[config.mk]
export PLATFORM = sky130hd
export DESIGN_NAME = fma_seq
export DESIGN_NICKNAME = d
export VERILOG_FILES = /design/src/rtl/fma_pkg.sv /design/src/rtl/fma_seq.sv
export SDC_FILE = /design/constraint.sdc
export NUM_CORES = 1
export LEC_CHECK = 0
export ABC_CLOCK_PERIOD_IN_PS = 2900
export CAP_MARGIN = 10
export CELL_PAD_IN_SITES_DETAIL_PLACEMENT = 0
export CELL_PAD_IN_SITES_GLOBAL_PLACEMENT = 1
export CORE_UTILIZATION = 37
export DETAILED_ROUTE_END_ITERATION = 12
export GPL_TIMING_DRIVEN = 0
export PLACE_DENSITY = 0.83
export SLEW_MARGIN = 10
export SYNTH_ARGS = -nofsm -noshare
export SYNTH_HDL_FRONTEND = slang
export SYNTH_SLANG_ARGS = --single-unit
[constraint.sdc]
create_clock -name clk -period 2.9 [get_ports clk]
set_input_delay 0.87 -clock clk [delete_from_list [all_inputs] [get_ports clk]]
set_output_delay 0.87 -clock clk [all_outputs]
set_load 0.01 [all_outputs]
[src/rtl/fma_pkg.sv]
`default_nettype none
// ============================================================================
// Module      : fma_pkg
// Description : Shared widths, sequencer state encoding, operand slot type
//               and quiet-NaN constant for the FMA sequencer.
// Revision    : 1.0 - initial release
// ============================================================================
package fma_pkg;

  localparam int FP    = 32;
  localparam int FPexp = 8;
  localparam int FPfra = 23;

  typedef enum logic [2:0] {
    IDLE  = 3'd0,
    UNPK  = 3'd1,
    CHECK = 3'd2,
    ISSUE = 3'd3,
    WAIT  = 3'd4,
    OUT   = 3'd5
  } state_e;

  typedef struct packed {
    logic [FPexp:0] e;
    logic [FPfra:0] f;
    logic           nan;
    logic           inf;
  } slot_t;

  localparam logic [FP-1:0] QNAN = {1'b0, {FPexp{1'b1}}, 1'b1, {(FPfra-1){1'b0}}};

endpackage : fma_pkg
`default_nettype wire

[src/rtl/fma_seq.sv]
`default_nettype none
// ============================================================================
// Module      : fma_seq
// Description : Sequences three operands through one shared unpack unit,
//               issues the fields to the FMA core and returns the result.
//               Optional NaN bypass is compiled in with FMA_NAN_BYPASS_EN.
// Revision    : 1.0 - initial release
// ============================================================================
module fma_seq
  import fma_pkg::*;
#(
  parameter int FP    = fma_pkg::FP,
  parameter int FPexp = fma_pkg::FPexp,
  parameter int FPfra = fma_pkg::FPfra
) (
  input  logic             clk,
  input  logic             rst_n,
  input  logic [FP-1:0]    in_a,
  input  logic [FP-1:0]    in_b,
  input  logic [FP-1:0]    in_c,
  input  logic             in_stb,
  output logic             in_ack,
  output logic [FP-1:0]    up_a,
  output logic             up_stb,
  input  logic             up_ack,
  input  logic [FPexp:0]   up_e,
  input  logic [FPfra:0]   up_f,
  input  logic             up_nan,
  input  logic             up_inf,
  output logic [2:0]       core_s,
  output logic [FPexp:0]   core_a_e,
  output logic [FPexp:0]   core_b_e,
  output logic [FPexp:0]   core_c_e,
  output logic [FPfra:0]   core_a_f,
  output logic [FPfra:0]   core_b_f,
  output logic [FPfra:0]   core_c_f,
  output logic             core_stb,
  input  logic             core_ack,
  input  logic [FP-1:0]    core_z,
  input  logic             core_z_stb,
  output logic             core_z_ack,
  output logic [FP-1:0]    out_z,
  output logic             out_stb,
  input  logic             out_ack,
  output logic             busy
);

  state_e          state_q;
  logic [1:0]      idx_q;
  logic [FP-1:0]   opnd_q [0:2];
  slot_t           slot_q [0:2];
  logic [2:0]      core_s_q;
  logic [FP-1:0]   up_a_q;
  logic [FP-1:0]   out_z_q;
  logic            in_ack_q;
  logic            up_stb_q;
  logic            core_stb_q;
  logic            core_z_ack_q;
  logic            out_stb_q;
  logic            busy_q;
  logic            w_unused_flags;

`ifdef FMA_NAN_BYPASS_EN
  logic w_any_nan;
  assign w_any_nan      = slot_q[0].nan | slot_q[1].nan | slot_q[2].nan;
  // Infinities always go to the core, so their flags are captured but not consumed.
  assign w_unused_flags = ^{slot_q[0].inf, slot_q[1].inf, slot_q[2].inf};
`else
  assign w_unused_flags = ^{slot_q[0].inf, slot_q[1].inf, slot_q[2].inf,
                            slot_q[0].nan, slot_q[1].nan, slot_q[2].nan};
`endif

  always_ff @(posedge clk or negedge rst_n) begin
    if (!rst_n) begin
      state_q      <= IDLE;
      idx_q        <= 2'd0;
      for (int i = 0; i < 3; i++) begin
        opnd_q[i] <= '0;
        slot_q[i] <= '0;
      end
      core_s_q     <= '0;
      up_a_q       <= '0;
      out_z_q      <= '0;
      in_ack_q     <= 1'b0;
      up_stb_q     <= 1'b0;
      core_stb_q   <= 1'b0;
      core_z_ack_q <= 1'b0;
      out_stb_q    <= 1'b0;
      busy_q       <= 1'b0;
    end else begin
      case (state_q)
        IDLE: begin
          if (in_stb && in_ack_q) begin
            opnd_q[0] <= in_a;
            opnd_q[1] <= in_b;
            opnd_q[2] <= in_c;
            core_s_q  <= {in_c[FP-1], in_b[FP-1], in_a[FP-1]};
            up_a_q    <= in_a;
            up_stb_q  <= 1'b1;
            idx_q     <= 2'd0;
            in_ack_q  <= 1'b0;
            busy_q    <= 1'b1;
            state_q   <= UNPK;
          end else begin
            in_ack_q <= 1'b1;
          end
        end
        UNPK: begin
          if (up_stb_q && up_ack) begin
            slot_q[idx_q] <= '{e: up_e, f: up_f, nan: up_nan, inf: up_inf};
            // Present the next operand immediately so the unpacker sees no bubble.
            case (idx_q)
              2'd0: begin
                up_a_q <= opnd_q[1];
                idx_q  <= 2'd1;
              end
              2'd1: begin
                up_a_q <= opnd_q[2];
                idx_q  <= 2'd2;
              end
              default: begin
                up_stb_q <= 1'b0;
                idx_q    <= 2'd0;
                state_q  <= CHECK;
              end
            endcase
          end
        end
        CHECK: begin
`ifdef FMA_NAN_BYPASS_EN
          if (w_any_nan) begin
            out_z_q   <= QNAN;
            out_stb_q <= 1'b1;
            state_q   <= OUT;
          end else begin
            core_stb_q <= 1'b1;
            state_q    <= ISSUE;
          end
`else
          core_stb_q <= 1'b1;
          state_q    <= ISSUE;
`endif
        end
        ISSUE: begin
          if (core_ack) begin
            core_stb_q   <= 1'b0;
            core_z_ack_q <= 1'b1;
            state_q      <= WAIT;
          end
        end
        WAIT: begin
          if (core_z_stb) begin
            out_z_q      <= core_z;
            core_z_ack_q <= 1'b0;
            out_stb_q    <= 1'b1;
            state_q      <= OUT;
          end
        end
        OUT: begin
          if (out_ack) begin
            out_stb_q <= 1'b0;
            busy_q    <= 1'b0;
            state_q   <= IDLE;
          end
        end
        default: state_q <= IDLE;
      endcase
    end
  end

  assign in_ack     = in_ack_q;
  assign up_a       = up_a_q;
  assign up_stb     = up_stb_q;
  assign core_s     = core_s_q;
  assign core_a_e   = slot_q[0].e;
  assign core_b_e   = slot_q[1].e;
  assign core_c_e   = slot_q[2].e;
  assign core_a_f   = slot_q[0].f;
  assign core_b_f   = slot_q[1].f;
  assign core_c_f   = slot_q[2].f;
  assign core_stb   = core_stb_q;
  assign core_z_ack = core_z_ack_q;
  assign out_z      = out_z_q;
  assign out_stb    = out_stb_q;
  assign busy       = busy_q;

endmodule : fma_seq
`default_nettype wire

==> results.py <==
metrics = {
    "floorplanning": {
        "core_area_sq_um": 25300,
        "die_height_um": 163,
        "dieArea_sq_um": 26500,
        "rows": 58,
        "pin_count": 342,
        "die-width_um": 163,
        "start_util_pct": 37.9,
    },
    "timing": {
        "hold_ws_ns": 0.266,
        "min_period_over_period_pct": 88.1,
        "drv_slew": 0,
        "slew_headroom_pct": 52.3,
        "fmax_mhz": 392,
        "grt_setup_unrepaired": "no",
        "hold_viol": 0,
        "fin_worst_skew_ns": 0.00819,
        "setup_viol": 0,
        "min_period_ns": 2.55,
        "tightest_slew_ns": 0.710,
    },
    "clock_tree": {
        "ctsResizeCount": 0,
        "clock_latency_ns": 0.53,
        "cts_buffers": 27,
        "htree_levels": 1,
        "hold_buffers": 0,
        "clock-sinks": 239,
        "cts_buffer_depth": 3,
        "cts_tree": "done",
        "clk_pin_slew_ns": 0.06,
        "cts_root_buf": "clkbuf_16",
        "cts_setup_buffers": 0,
    },
    "logic_synthesis": {
        "synth.most_common_cell": "nand2_1",
        "synth_area_leaders": "dfrtp_1 63%, mux2_2 10%, nand2_1 10%",
        "syn-cell-area_sq_um": 9560,
        "avgSynthCellArea_sq_um": 12.0,
        "yosys.area.top_type_share_pct": 62.5,
        "yosys.cell_types.count": 33,
        "ys_top_cells_by_count": "266 x nand2_1, 239 x dfrtp_1, 89 x mux2_2",
        "syn-num-nets": 964,
        "synth_edf_count": 0,
        "ys_ff_latch": 239,
        "ys_seq_area_share_pct": 62.5,
        "async_reset_ff_share_pct": 100,
        "yosysWarningCount": 0,
        "syn_inst": 794,
        "synth_top_area_cell": "dfrtp_1",
        "ys.flop_type": "dfrtp_1",
    },
    "worst_setup_path": {
        "worstPathCellList": "clkdlybuf4s50_1 > nand3_1 > nor4_2 > clkbuf_1 > nand3_1 > o221a_1",
        "critPathMaxStageDelay_ns": 0.58,
        "crit_top_cell": "nand3_1",
        "crit_path_top_delay_cell": "nor4_2",
        "start_kind": "input pin",
        "arrival_ns": 2.97,
        "crit_type": "input pin to flip-flop",
        "path_max_fanout": 10,
        "cp.required_ns": 3.31,
        "endpoint_kind": "flip-flop",
    },
    "pwr": {
        "ir_worst_vdd_mv": 0.772,
        "power.total_mw": 16.2,
        "power_leakage_nw": 6.38,
        "power_density_nw_per_um2": 1120,
    },
    "cells_and_area": {
        "fin_util_pct": 57.1,
        "fin_nets": 1334,
        "area_growth_pct": 50.7,
        "instances_no_fill": 1514,
        "drive_above_1_share_pct": 16.6,
        "num-fill-cells": 2139,
        "num_antenna_cells": 0,
    },
    "placement": {
        "detailed_place_hpwl_mm": 20.0,
        "gp_congestion": 0.790,
        "placed_cells": 1465,
        "io_buffers": 339,
    },
    "flow_run": {
        "drv_cap": 0,
    },
    "drt": {
        "drt_first_pass_iters": 5,
        "drt-total-wl_mm": 27.8,
        "drtAntennaViolNets": 0,
        "drc": 0,
        "routedWlPerCell_um": 18.4,
        "via_per_inst": 4.83,
        "vias": 7311,
        "drt_iter0_drc": 418,
    },
    "grt": {
        "grt_pass1_vias": 7819,
        "grt_max_degree": 97,
        "antenna_found_initial": 0,
        "grt_overflow": 0,
        "track_usage_pct": 21.2,
        "grt_first_pass_wirelength_mm": 43.7,
    },
    "worst_hold_path": {
        "holdCritPathClass": "input pin to async pin",
    },
    "status": {
        "outcome": "finished clean",
    },
}
[stage by stage]
| stage | TNS [ns] | setup WS, ns | cell area [sq um] |
|---|---|---|---|
| after floorplan | 0 | 0.792 | 9560 |
| after global placement | -2268.84 | -9.49 | 13400 |
| after detailed placement | -5.28 | -0.228 | 13400 |
| after CTS | 0 | 0.339 | 14400 |
| after global routing | 0 | 0.143 | 14400 |
| final | 0 | 0.346 | 14400 |
[final timing paths]
| check | startpoint | to | slack (ns) | depth (start not counted) |
|---|---|---|---|---|
| min in group clk | opnd_q[2] | opnd_q[2] | 0.47 | 2 |
| hold / removal | rst_n | up_a[9] | 0.27 | 1 |
| setup / recovery | up_ack | up_a[29] | 0.35 | 6 |
| max in group asynchronous | rst_n | core_a_e[6] | 1.80 | 2 |
| setup reg to reg | state_q[2] | up_a[29] | 0.68 | 5 |
| hold reg to reg | opnd_q[2] | opnd_q[2] | 0.47 | 2 |
[registers in the layout (all words and copies together) (netlist names)]
register and count:
core_s 3, idx_q 2, up_a 32, core_b_f 24, core_b_e 9, in_ack 1, core_c_f 24, core_a_f 24
up_stb 1, core_z_ack 1, core_a_e 9, out_stb 1, core_c_e 9, core_stb 1, opnd_q 62, busy 1
state_q 3, out_z 32
[worst max-delay path: cells and delay by family]
| family | cells | cell delay (ns) |
|---|---|---|
| compound gates | 1 | 0.17 |
| buf+inv | 2 | 0.96 |
| simple gates | 3 | 0.96 |
[power by group]
group          switching [mW]  leakage (nW)  internal [mW]
clock                    1.41         0.477           2.34
combinational            2.94          3.00           3.72
sequential              0.841          2.90           4.93
[final cells by class]
class / instances / area (sq um) / share of cell area, %
Sequential cell: 239 / 5980 / 41.5
Timing Repair Buffer: 341 / 3450 / 24.0
Multi-Input combinational cell: 503 / 3300 / 22.9
Clock buffer: 33 / 738 / 5.12
Tap cell: 330 / 413 / 2.87
Buffer: 49 / 274 / 1.90
Clock inverter: 16 / 241 / 1.68
Inverter: 3 / 11.3 / 0.0782
[cells in the final DEF (no fill, tap or decap), types with 2 or more instances in the layout]
cell type,instances
buf_2,12
o21ai_0,5
buf_6,9
mux2_2,89
nand2_1,266
inv_1,3
clkbuf_16,27
clkinvlp_4,3
nand2b_1,3
a21oi_1,4
o31ai_1,2
a32o_1,2
clkinv_2,6
buf_4,2
clkdlybuf4s50_1,338
buf_1,2
nand3_4,2
bufinv_16,6
nor2_1,4
clkbuf_1,26
o221a_2,29
clkbuf_8,4
mux2_1,42
a31oi_1,2
buf_16,2
dfrtp_1,239
o221a_1,3
nand3_1,34
nor2b_1,4
nor3_1,2
[logic make-up (layout without fill, tap and decap cells)]
family / count (synthesis) / count (layout) / synth area share [%]
AO/OA/AOI/OAI: 51 / 51 / 5.08
multiplexers: 132 / 132 / 15.5
buffers and inverters: 52 / 442 / 2.98
AND/OR/NAND/NOR: 320 / 320 / 13.9
flip-flops: 239 / 239 / 62.5
[per-layer routing]
metal  vias up  track usage [%]  part of all wire (%)
li1       3424                -                     -
met1      3565             26.2                    41
met2       285             35.1                    47
met3        37             7.64                    10
met4         0             5.01                   1.8
met5         -                0                     0
Note: power is estimated with default switching activity, not from simulation.
